## config.mk

```make
export PLATFORM = sky130hd
export DESIGN_NAME = alu_seq_flat
export DESIGN_NICKNAME = d
export VERILOG_FILES = /design/src/rtl/alu_pkg.sv /design/src/rtl/alu_seq_if.sv /design/src/rtl/alu_seq_iter.sv /design/src/rtl/alu_seq.sv /design/src/flat_wrapper.sv
export SDC_FILE = /design/constraint.sdc
export NUM_CORES = 1
export LEC_CHECK = 0
export ABC_AREA = 1
export BUFFER_PORTS_ARGS = -buffer_cell sky130_fd_sc_hd__buf_2
export CAP_MARGIN = 15
export CORE_UTILIZATION = 45
export DETAILED_ROUTE_END_ITERATION = 6
export HOLD_SLACK_MARGIN = 0.05
export MAX_ROUTING_LAYER = met4
export PLACE_DENSITY = 0.64
export SETUP_SLACK_MARGIN = 0.5
export SYNTH_ARGS = -nofsm -noshare
export SYNTH_HDL_FRONTEND = slang
export SYNTH_SLANG_ARGS = --single-unit
```

## constraint.sdc

```tcl
create_clock -name clk -period 7.4 [get_ports clk]
set_clock_uncertainty 0.15 [all_clocks]
set_input_delay 0.37 -clock clk [delete_from_list [all_inputs] [get_ports clk]]
set_output_delay 0.37 -clock clk [all_outputs]
set_load 0.005 [all_outputs]
```

## src/rtl/alu_pkg.sv

```systemverilog
// Shared definitions for the sequential ALU.
// Contents: opcode map, out_flags bit positions, FSM state encoding.
package alu_pkg;

   // Opcode map (4-bit); 0110 and 1011-1111 are illegal
   localparam logic [3:0] OP_ADD = 4'b0000;
   localparam logic [3:0] OP_SUB = 4'b0001;
   localparam logic [3:0] OP_AND = 4'b0010;
   localparam logic [3:0] OP_OR  = 4'b0011;
   localparam logic [3:0] OP_XOR = 4'b0100;
   localparam logic [3:0] OP_MUL = 4'b0101;
   localparam logic [3:0] OP_DIV = 4'b0111;
   localparam logic [3:0] OP_NOT = 4'b1000;
   localparam logic [3:0] OP_MOD = 4'b1001;
   localparam logic [3:0] OP_LDI = 4'b1010;

   // Bit positions within out_flags = {ILL, DZ, V, C, Z}
   localparam int unsigned FLG_Z   = 0;
   localparam int unsigned FLG_C   = 1;
   localparam int unsigned FLG_V   = 2;
   localparam int unsigned FLG_DZ  = 3;
   localparam int unsigned FLG_ILL = 4;
   localparam int unsigned FLG_W   = 5;

   // Handshake FSM encoding
   localparam logic [1:0] ST_IDLE = 2'd0;
   localparam logic [1:0] ST_CALC = 2'd1;
   localparam logic [1:0] ST_DONE = 2'd2;

endpackage

```

## src/rtl/alu_seq_if.sv

```systemverilog
// Request/response bundle of the sequential ALU.
// Request side : in_valid, in_ready, in_a, in_b, in_op
// Response side: out_valid, out_ready, out_result, out_flags
//                (+ out_result_hi when ALU_SEQ_MULH_EN is defined)
// Modports: master = producer of requests / consumer of results, slave = ALU.
interface alu_seq_if #(
   parameter int unsigned WIDTH = 16
);
   logic             in_valid;
   logic             in_ready;
   logic [WIDTH-1:0] in_a;
   logic [WIDTH-1:0] in_b;
   logic [3:0]       in_op;
   logic             out_valid;
   logic             out_ready;
   logic [WIDTH-1:0] out_result;
   logic [4:0]       out_flags;
`ifdef ALU_SEQ_MULH_EN
   logic [WIDTH-1:0] out_result_hi;

   modport master (output in_valid, in_a, in_b, in_op, out_ready,
                   input  in_ready, out_valid, out_result, out_flags, out_result_hi);
   modport slave  (input  in_valid, in_a, in_b, in_op, out_ready,
                   output in_ready, out_valid, out_result, out_flags, out_result_hi);
`else
   modport master (output in_valid, in_a, in_b, in_op, out_ready,
                   input  in_ready, out_valid, out_result, out_flags);
   modport slave  (input  in_valid, in_a, in_b, in_op, out_ready,
                   output in_ready, out_valid, out_result, out_flags);
`endif
endinterface

```

## src/rtl/alu_seq_iter.sv

```systemverilog
// Iterative multiply (shift-add) / restoring-divide engine.
// Ports: clk, rst_n; start loads a/b/mode_mul and performs the first step;
//        every later cycle with cnt != 0 performs one more step.
//        hi/lo: 2*WIDTH accumulator (MUL: product; DIV: hi=remainder, lo=quotient)
//        done_c: no steps remain (cnt == 0).
module alu_seq_iter #(
   parameter int unsigned WIDTH = 16,
   parameter int unsigned CNT_W = 5
) (
   input  logic             clk,
   input  logic             rst_n,
   input  logic             start,
   input  logic [WIDTH-1:0] a,
   input  logic [WIDTH-1:0] b,
   input  logic             mode_mul,
   input  logic [CNT_W-1:0] cnt,
   output logic [WIDTH-1:0] hi,
   output logic [WIDTH-1:0] lo,
   output logic             done_c
);

   logic [WIDTH-1:0] hi_q, lo_q, b_q;
   logic             mul_q;

   logic [WIDTH-1:0] src_hi, src_lo, src_b;
   logic             src_mul;
   logic [WIDTH:0]   add_w, rem_w, sub_w;
   logic             ge;
   logic [WIDTH-1:0] hi_d, lo_d;

   // One step; on start it operates on the freshly presented operands
   always_comb begin
      src_hi  = start ? '0       : hi_q;
      src_lo  = start ? a        : lo_q;
      src_b   = start ? b        : b_q;
      src_mul = start ? mode_mul : mul_q;

      add_w = {1'b0, src_hi} + (src_lo[0] ? {1'b0, src_b} : '0);
      rem_w = {src_hi, src_lo[WIDTH-1]};
      sub_w = rem_w - {1'b0, src_b};
      ge    = (rem_w >= {1'b0, src_b});

      if (src_mul) begin
         hi_d = add_w[WIDTH:1];
         lo_d = {add_w[0], src_lo[WIDTH-1:1]};
      end else begin
         hi_d = ge ? sub_w[WIDTH-1:0] : rem_w[WIDTH-1:0];
         lo_d = {src_lo[WIDTH-2:0], ge};
      end
   end

   always_ff @(posedge clk or negedge rst_n) begin
      if (!rst_n) begin
         hi_q  <= '0;
         lo_q  <= '0;
         b_q   <= '0;
         mul_q <= 1'b0;
      end else begin
         if (start) begin
            b_q   <= b;
            mul_q <= mode_mul;
         end
         if (start || (cnt != '0)) begin
            hi_q <= hi_d;
            lo_q <= lo_d;
         end
      end
   end

   assign hi     = hi_q;
   assign lo     = lo_q;
   assign done_c = (cnt == '0);

endmodule

```

## src/rtl/alu_seq.sv

```systemverilog
// Multi-cycle ALU with valid/ready handshakes and status flags.
// Ports: clk, rst_n (async, active-low), bus (alu_seq_if.slave).
// Single-cycle ops complete with latency 1; MUL and DIV/MOD with b != 0
// run WIDTH iterations on alu_seq_iter.
// Optional: define ALU_SEQ_MULH_EN to add out_result_hi
// (MUL upper half, DIV remainder, MOD quotient; 0 otherwise).
module alu_seq
   import alu_pkg::*;
#(
   parameter int unsigned WIDTH = 16
) (
   input  logic      clk,
   input  logic      rst_n,
   alu_seq_if.slave  bus
);

   localparam int unsigned CNT_W = $clog2(WIDTH + 1);

   logic [1:0]       state_q, state_d;
   logic [CNT_W-1:0] cnt_q, cnt_d;
   logic [3:0]       op_q, op_d;
   logic             in_ready_q, in_ready_d;
   logic             out_valid_q, out_valid_d;
   logic [WIDTH-1:0] result_q, result_d;
   logic [FLG_W-1:0] flags_q, flags_d;
`ifdef ALU_SEQ_MULH_EN
   logic [WIDTH-1:0] result_hi_q, result_hi_d, sc_hi;
`endif

   logic             accept_c, iter_op_c, iter_start_c, iter_done_c;
   logic [WIDTH-1:0] iter_hi, iter_lo;
   logic [WIDTH:0]   sum_c, diff_c;
   logic [WIDTH-1:0] sc_result;
   logic [FLG_W-1:0] sc_flags;

   assign accept_c     = bus.in_valid && in_ready_q;
   assign iter_op_c    = (bus.in_op == OP_MUL) ||
                         (((bus.in_op == OP_DIV) || (bus.in_op == OP_MOD)) && (bus.in_b != '0));
   assign iter_start_c = accept_c && iter_op_c;

   alu_seq_iter #(.WIDTH(WIDTH), .CNT_W(CNT_W)) u_iter (
      .clk      (clk),
      .rst_n    (rst_n),
      .start    (iter_start_c),
      .a        (bus.in_a),
      .b        (bus.in_b),
      .mode_mul (bus.in_op == OP_MUL),
      .cnt      (cnt_q),
      .hi       (iter_hi),
      .lo       (iter_lo),
      .done_c   (iter_done_c)
   );

   // Single-cycle result and flags from the live request
   always_comb begin
      sum_c     = {1'b0, bus.in_a} + {1'b0, bus.in_b};
      diff_c    = {1'b0, bus.in_a} - {1'b0, bus.in_b};
      sc_result = '0;
      sc_flags  = '0;
`ifdef ALU_SEQ_MULH_EN
      sc_hi     = '0;
`endif
      case (bus.in_op)
         OP_ADD: begin
            sc_result       = sum_c[WIDTH-1:0];
            sc_flags[FLG_C] = sum_c[WIDTH];
            sc_flags[FLG_V] = (bus.in_a[WIDTH-1] == bus.in_b[WIDTH-1]) &&
                              (sum_c[WIDTH-1] != bus.in_a[WIDTH-1]);
         end
         OP_SUB: begin
            sc_result       = diff_c[WIDTH-1:0];
            sc_flags[FLG_C] = diff_c[WIDTH];
            sc_flags[FLG_V] = (bus.in_a[WIDTH-1] != bus.in_b[WIDTH-1]) &&
                              (diff_c[WIDTH-1] != bus.in_a[WIDTH-1]);
         end
         OP_AND: sc_result = bus.in_a & bus.in_b;
         OP_OR:  sc_result = bus.in_a | bus.in_b;
         OP_XOR: sc_result = bus.in_a ^ bus.in_b;
         OP_NOT: sc_result = ~bus.in_a;
         OP_LDI: sc_result = bus.in_b;
         OP_MUL: sc_result = '0;
         // Reached only with b == 0; nonzero divisors go to the engine
         OP_DIV: begin
            sc_result        = '1;
            sc_flags[FLG_DZ] = 1'b1;
`ifdef ALU_SEQ_MULH_EN
            sc_hi            = bus.in_a;
`endif
         end
         OP_MOD: begin
            sc_result        = bus.in_a;
            sc_flags[FLG_DZ] = 1'b1;
`ifdef ALU_SEQ_MULH_EN
            sc_hi            = '1;
`endif
         end
         default: sc_flags[FLG_ILL] = 1'b1;
      endcase
      sc_flags[FLG_Z] = !sc_flags[FLG_ILL] && (sc_result == '0);
   end

   // Handshake FSM and output register next-state
   always_comb begin
      state_d     = state_q;
      cnt_d       = cnt_q;
      op_d        = op_q;
      out_valid_d = out_valid_q;
      result_d    = result_q;
      flags_d     = flags_q;
`ifdef ALU_SEQ_MULH_EN
      result_hi_d = result_hi_q;
`endif
      case (state_q)
         ST_IDLE: begin
            if (accept_c) begin
               op_d = bus.in_op;
               if (iter_op_c) begin
                  state_d = ST_CALC;
                  // First step happens at accept; WIDTH-1 remain
                  cnt_d   = CNT_W'(WIDTH - 1);
               end else begin
                  state_d     = ST_DONE;
                  out_valid_d = 1'b1;
                  result_d    = sc_result;
                  flags_d     = sc_flags;
`ifdef ALU_SEQ_MULH_EN
                  result_hi_d = sc_hi;
`endif
               end
            end
         end
         ST_CALC: begin
            if (!iter_done_c) begin
               cnt_d = cnt_q - CNT_W'(1);
            end else begin
               state_d     = ST_DONE;
               out_valid_d = 1'b1;
               flags_d     = '0;
               if (op_q == OP_MOD) begin
                  result_d = iter_hi;
`ifdef ALU_SEQ_MULH_EN
                  result_hi_d = iter_lo;
`endif
               end else begin
                  result_d = iter_lo;
`ifdef ALU_SEQ_MULH_EN
                  result_hi_d = iter_hi;
`endif
               end
               flags_d[FLG_C] = (op_q == OP_MUL) && (iter_hi != '0);
               flags_d[FLG_Z] = (op_q == OP_MOD) ? (iter_hi == '0) : (iter_lo == '0);
            end
         end
         ST_DONE: begin
            if (bus.out_ready) begin
               state_d     = ST_IDLE;
               out_valid_d = 1'b0;
            end
         end
         default: begin
            state_d     = ST_IDLE;
            out_valid_d = 1'b0;
         end
      endcase
      in_ready_d = (state_d == ST_IDLE);
   end

   always_ff @(posedge clk or negedge rst_n) begin
      if (!rst_n) begin
         state_q     <= ST_IDLE;
         cnt_q       <= '0;
         op_q        <= '0;
         in_ready_q  <= 1'b0;
         out_valid_q <= 1'b0;
         result_q    <= '0;
         flags_q     <= '0;
`ifdef ALU_SEQ_MULH_EN
         result_hi_q <= '0;
`endif
      end else begin
         state_q     <= state_d;
         cnt_q       <= cnt_d;
         op_q        <= op_d;
         in_ready_q  <= in_ready_d;
         out_valid_q <= out_valid_d;
         result_q    <= result_d;
         flags_q     <= flags_d;
`ifdef ALU_SEQ_MULH_EN
         result_hi_q <= result_hi_d;
`endif
      end
   end

   assign bus.in_ready   = in_ready_q;
   assign bus.out_valid  = out_valid_q;
   assign bus.out_result = result_q;
   assign bus.out_flags  = flags_q;
`ifdef ALU_SEQ_MULH_EN
   assign bus.out_result_hi = result_hi_q;
`endif

endmodule

```

## src/flat_wrapper.sv

```systemverilog
// flat-port wrapper written by rule: the top's interface ports become plain ports
module alu_seq_flat import alu_pkg::*;
#(
   parameter int unsigned WIDTH = 16
)
  (clk, rst_n, bus_in_valid, bus_in_a, bus_in_b, bus_in_op, bus_out_ready, bus_in_ready, bus_out_valid, bus_out_result, bus_out_flags);
  alu_seq_if #(.WIDTH(WIDTH)) bus_i ();
  input  logic clk;
  input  logic rst_n;
  input wire logic [$bits(bus_i.in_valid)-1:0] bus_in_valid;
  input wire logic [$bits(bus_i.in_a)-1:0] bus_in_a;
  input wire logic [$bits(bus_i.in_b)-1:0] bus_in_b;
  input wire logic [$bits(bus_i.in_op)-1:0] bus_in_op;
  input wire logic [$bits(bus_i.out_ready)-1:0] bus_out_ready;
  output wire logic [$bits(bus_i.in_ready)-1:0] bus_in_ready;
  output wire logic [$bits(bus_i.out_valid)-1:0] bus_out_valid;
  output wire logic [$bits(bus_i.out_result)-1:0] bus_out_result;
  output wire logic [$bits(bus_i.out_flags)-1:0] bus_out_flags;
  assign bus_i.in_valid = bus_in_valid;
  assign bus_i.in_a = bus_in_a;
  assign bus_i.in_b = bus_in_b;
  assign bus_i.in_op = bus_in_op;
  assign bus_i.out_ready = bus_out_ready;
  assign bus_in_ready = bus_i.in_ready;
  assign bus_out_valid = bus_i.out_valid;
  assign bus_out_result = bus_i.out_result;
  assign bus_out_flags = bus_i.out_flags;
  alu_seq #(.WIDTH(WIDTH)) u_core (.clk(clk), .rst_n(rst_n), .bus(bus_i));
endmodule
```

==> flow_metrics.tcl <==
set metrics [dict create \
    synth_compound_area_share_pct 21.4 \
    syn_nets 1532 \
    wire_per_inst_um 19.4 \
    layout_common_cells "nand2_1, inv_1, o21ai_0, nor2_1, nand3_1" \
    max_freq_ghz 0.207 \
    place_inst 1699 \
    crit_required_ns 7.49 \
    n_antenna_cell 0 \
    clockBufferDepth 2 \
    drt_iter0_drc 975 \
    power_density_nw_per_um2 443 \
    viasPerCell 5.81 \
    postLayoutCoreUtil_pct 50.3 \
    vias 9968 \
    cts_tree "yes" \
    drive_gt1_share_pct 9.92 \
    start_util_pct 46.1 \
    cts_sinks 83 \
    syn_avg_cell_area_um2 6.40 \
    cp_max_fo 52 \
    slew_violations 0 \
    dieArea_um2 20600 \
    power_leakage_uw 0.00506 \
    ir_drop_mv 0.286 \
    synth_xor_area_share_pct 1.16 \
    met3_usage_pct 4.23 \
    grt-busiest-layer "met2" \
    gp_congestion 0.969 \
    fin_cells 1716 \
    hp-class "in -> reg" \
    ant_nets 0 \
    synth_edf_count 0 \
    ys_seq_area_share_pct 23.0 \
    yosys_warnings 0 \
    status "finished, final reports clean" \
    post_cts_buffers 0 \
    io_pins 63 \
    synth_fa_ha_area_share_pct 11.5 \
    grt.overflow.total 0 \
    track_usage_pct 34.0 \
    relSlewSlack_pct 24.2 \
    die_h_um 144 \
    final_common_cell "nand2_1" \
    syn_area_um2 9030 \
    grt_pass1_wl_mm 51.1 \
    wl_mm 33.2 \
    io_buffers 62 \
    rsz0062_at_grt "false" \
    drcViolationCount 0 \
    synth-seq-cells 83 \
    critPathLaunchType "input pin" \
    tns_ns 0 \
    clk_pin_slew_worst_paths_ns 0.06 \
    worst_pin_slew_ns 1.14 \
    synth_mux_area_share_pct 0 \
    root_buffer "clkbuf_16" \
    numCtsBuffers 9 \
    htreeDepth 3 \
    gr-usage-met2_pct 56.7 \
    synthFlopType "dfrtp_1" \
    firstDrtPassIters 5 \
    dp_hpwl_mm 26.0 \
    ctsResizeCount 0 \
    antenna_found_initial 0 \
    grt_pass1_vias 9202 \
    grt_util_met1_pct 41.5 \
    synthSimpleGateAreaFrac_pct 32.5 \
    crit_arrival_ns 4.91 \
    maxCapViolCount 0 \
    nNetsFinal 1567 \
    worstSetupPathType "in -> reg" \
    die_w_um 144 \
    synth_cells 1411 \
    end_kind "flop" \
    synth_top_family_by_area "simple AND/OR/NAND/NOR gates" \
    area.growth.synth_to_final_pct 9.00 \
    ys_types 58 \
    grt_max_degree 53 \
    rows 51 \
    async_reset_ff_share_pct 100 \
    hold_violations 0 \
    period_share_pct 65.1 \
    core_um2 19600 \
    min_period_ns 4.82 \
    clock_latency_ns 0.35 \
    setup_viol 0 \
]
## Yosys cell counts (all sizes together) (9+ instances only)
master | count | area [µm²]
nand2 | 325 | 1310
inv | 197 | 739
o21ai | 134 | 689
nor2 | 130 | 517
nand3 | 127 | 646
a21oi | 107 | 539
dfrtp | 83 | 2080
ha | 78 | 976
clkbuf | 36 | 135
nor3 | 23 | 120
o22ai | 23 | 144
nand4 | 21 | 131
or2 | 14 | 87.6
o21bai | 12 | 105
nor4 | 11 | 68.8
xor2 | 11 | 96.3
buf | 9 | 61.3
o211ai | 9 | 67.6
## cell type report
cell class | instances | area [µm²]
Clock inverter | 6 | 75.1
Multi-Input combinational cell | 1083 | 6020
Sequential cell | 83 | 2080
Inverter | 200 | 751
Fill cell | 2086 | 9740
Timing Repair Buffer | 69 | 368
Tap cell | 265 | 332
Clock buffer | 10 | 229
## metal layers
| metal | vias up | part of all wire (%) | routed length [µm] |
|---|---|---|---|
| li1 | 4802 | - | - |
| met1 | 4646 | 41 | 13700 |
| met2 | 436 | 47 | 15700 |
| met3 | 84 | 7.1 | 2350 |
| met4 | 0 | 4.4 | 1470 |
| met5 | - | 0 | 0 |
## timing repair
action	4_1_cts	5_1_grt
setup endpoints to repair	0	0
hold buffers	1	0
endpoints found under the hold margin	33	0
## critical path: stages
cell and delay, ns:
buf_2 0.12, inv_2 0.04, nor2_1 0.16, nand2_1 0.40
nand2_2 0.20, nand2_2 0.08, nand2_4 0.11, nand2_4 0.31
inv_2 0.57, or2_2 0.20, o21ai_0 0.15, ha_1 0.43
nand2_1 0.13, nor2_1 0.16, inv_1 0.07, nor3_1 0.21
nand3_1 0.16, o21ai_4 0.25, nor2_8 0.06, nand2_4 0.22
inv_2 0.14, nand2_1 0.09, nand3_1 0.08, nand3_1 0.09
nand2_1 0.06
## worst paths after layout
path	startpoint	to	slack [ns]	cells past startpoint
worst max-delay path	bus_in_op[0]	u_core.u_iter.hi[9]$_DFFE_PN0P_	2.58	25
worst min-delay path	bus_in_op[0]	u_core.op_q[0]$_DFFE_PN0P_	0.17	3
worst max register to register	u_core.bus.in_ready$_DFF_PN0_	u_core.u_iter.hi[9]$_DFFE_PN0P_	3.03	20
worst min register to register	u_core.bus.out_valid$_DFFE_PN0P_	u_core.bus.out_valid$_DFFE_PN0P_	0.33	2
max in group asynchronous	rst_n	u_core.u_iter.b_q[5]$_DFF_PN0_	5.68	3
min in group asynchronous	rst_n	u_core.bus.out_valid$_DFFE_PN0P_	0.35	2
## through the flow
stage	worst slack, ns	instance area, µm²	total power [µW]	hold slack [ns]
floorplan	3.71	9030	3000	-0.0756
global placement	2.50	9530	3830	0.201
detailed placement	2.32	9530	3840	0.203
CTS	2.67	9850	4320	0.164
global route	2.16	9850	4760	0.187
finish	2.58	9850	4360	0.171
## registers in the layout (all words and copies together) (netlist names)
name / flops
u_core.bus.out_flags: 5
u_core.u_iter.b_q: 16
u_core.cnt_q: 5
u_core.u_iter.lo: 16
u_core.bus.out_valid: 1
u_core.u_iter.mul_q: 1
u_core.op_q: 4
u_core.bus.in_ready: 1
u_core.state_q: 2
u_core.bus.out_result: 16
u_core.u_iter.hi: 16
## power breakdown
part           leakage (µW)  internal (µW)  total (µW)  switching [µW]
logic               0.00395           1010        3070            2060
registers          0.000968            677         819             142
clock network      0.000145            266         470             204
total               0.00506           1950        4360            2410
## kinds of logic (layout without fill, tap and decap cells)
logic type                 after synthesis  after routing
AOI/OAI and AO/OA                      332            332
DFF                                     83             83
xor gates and xnor gates                12             12
adders and majority gates               81             81
and+or+nand+nor                        658            658
buffers and inverters                  245            285
(Power assumes the default switching activity.)
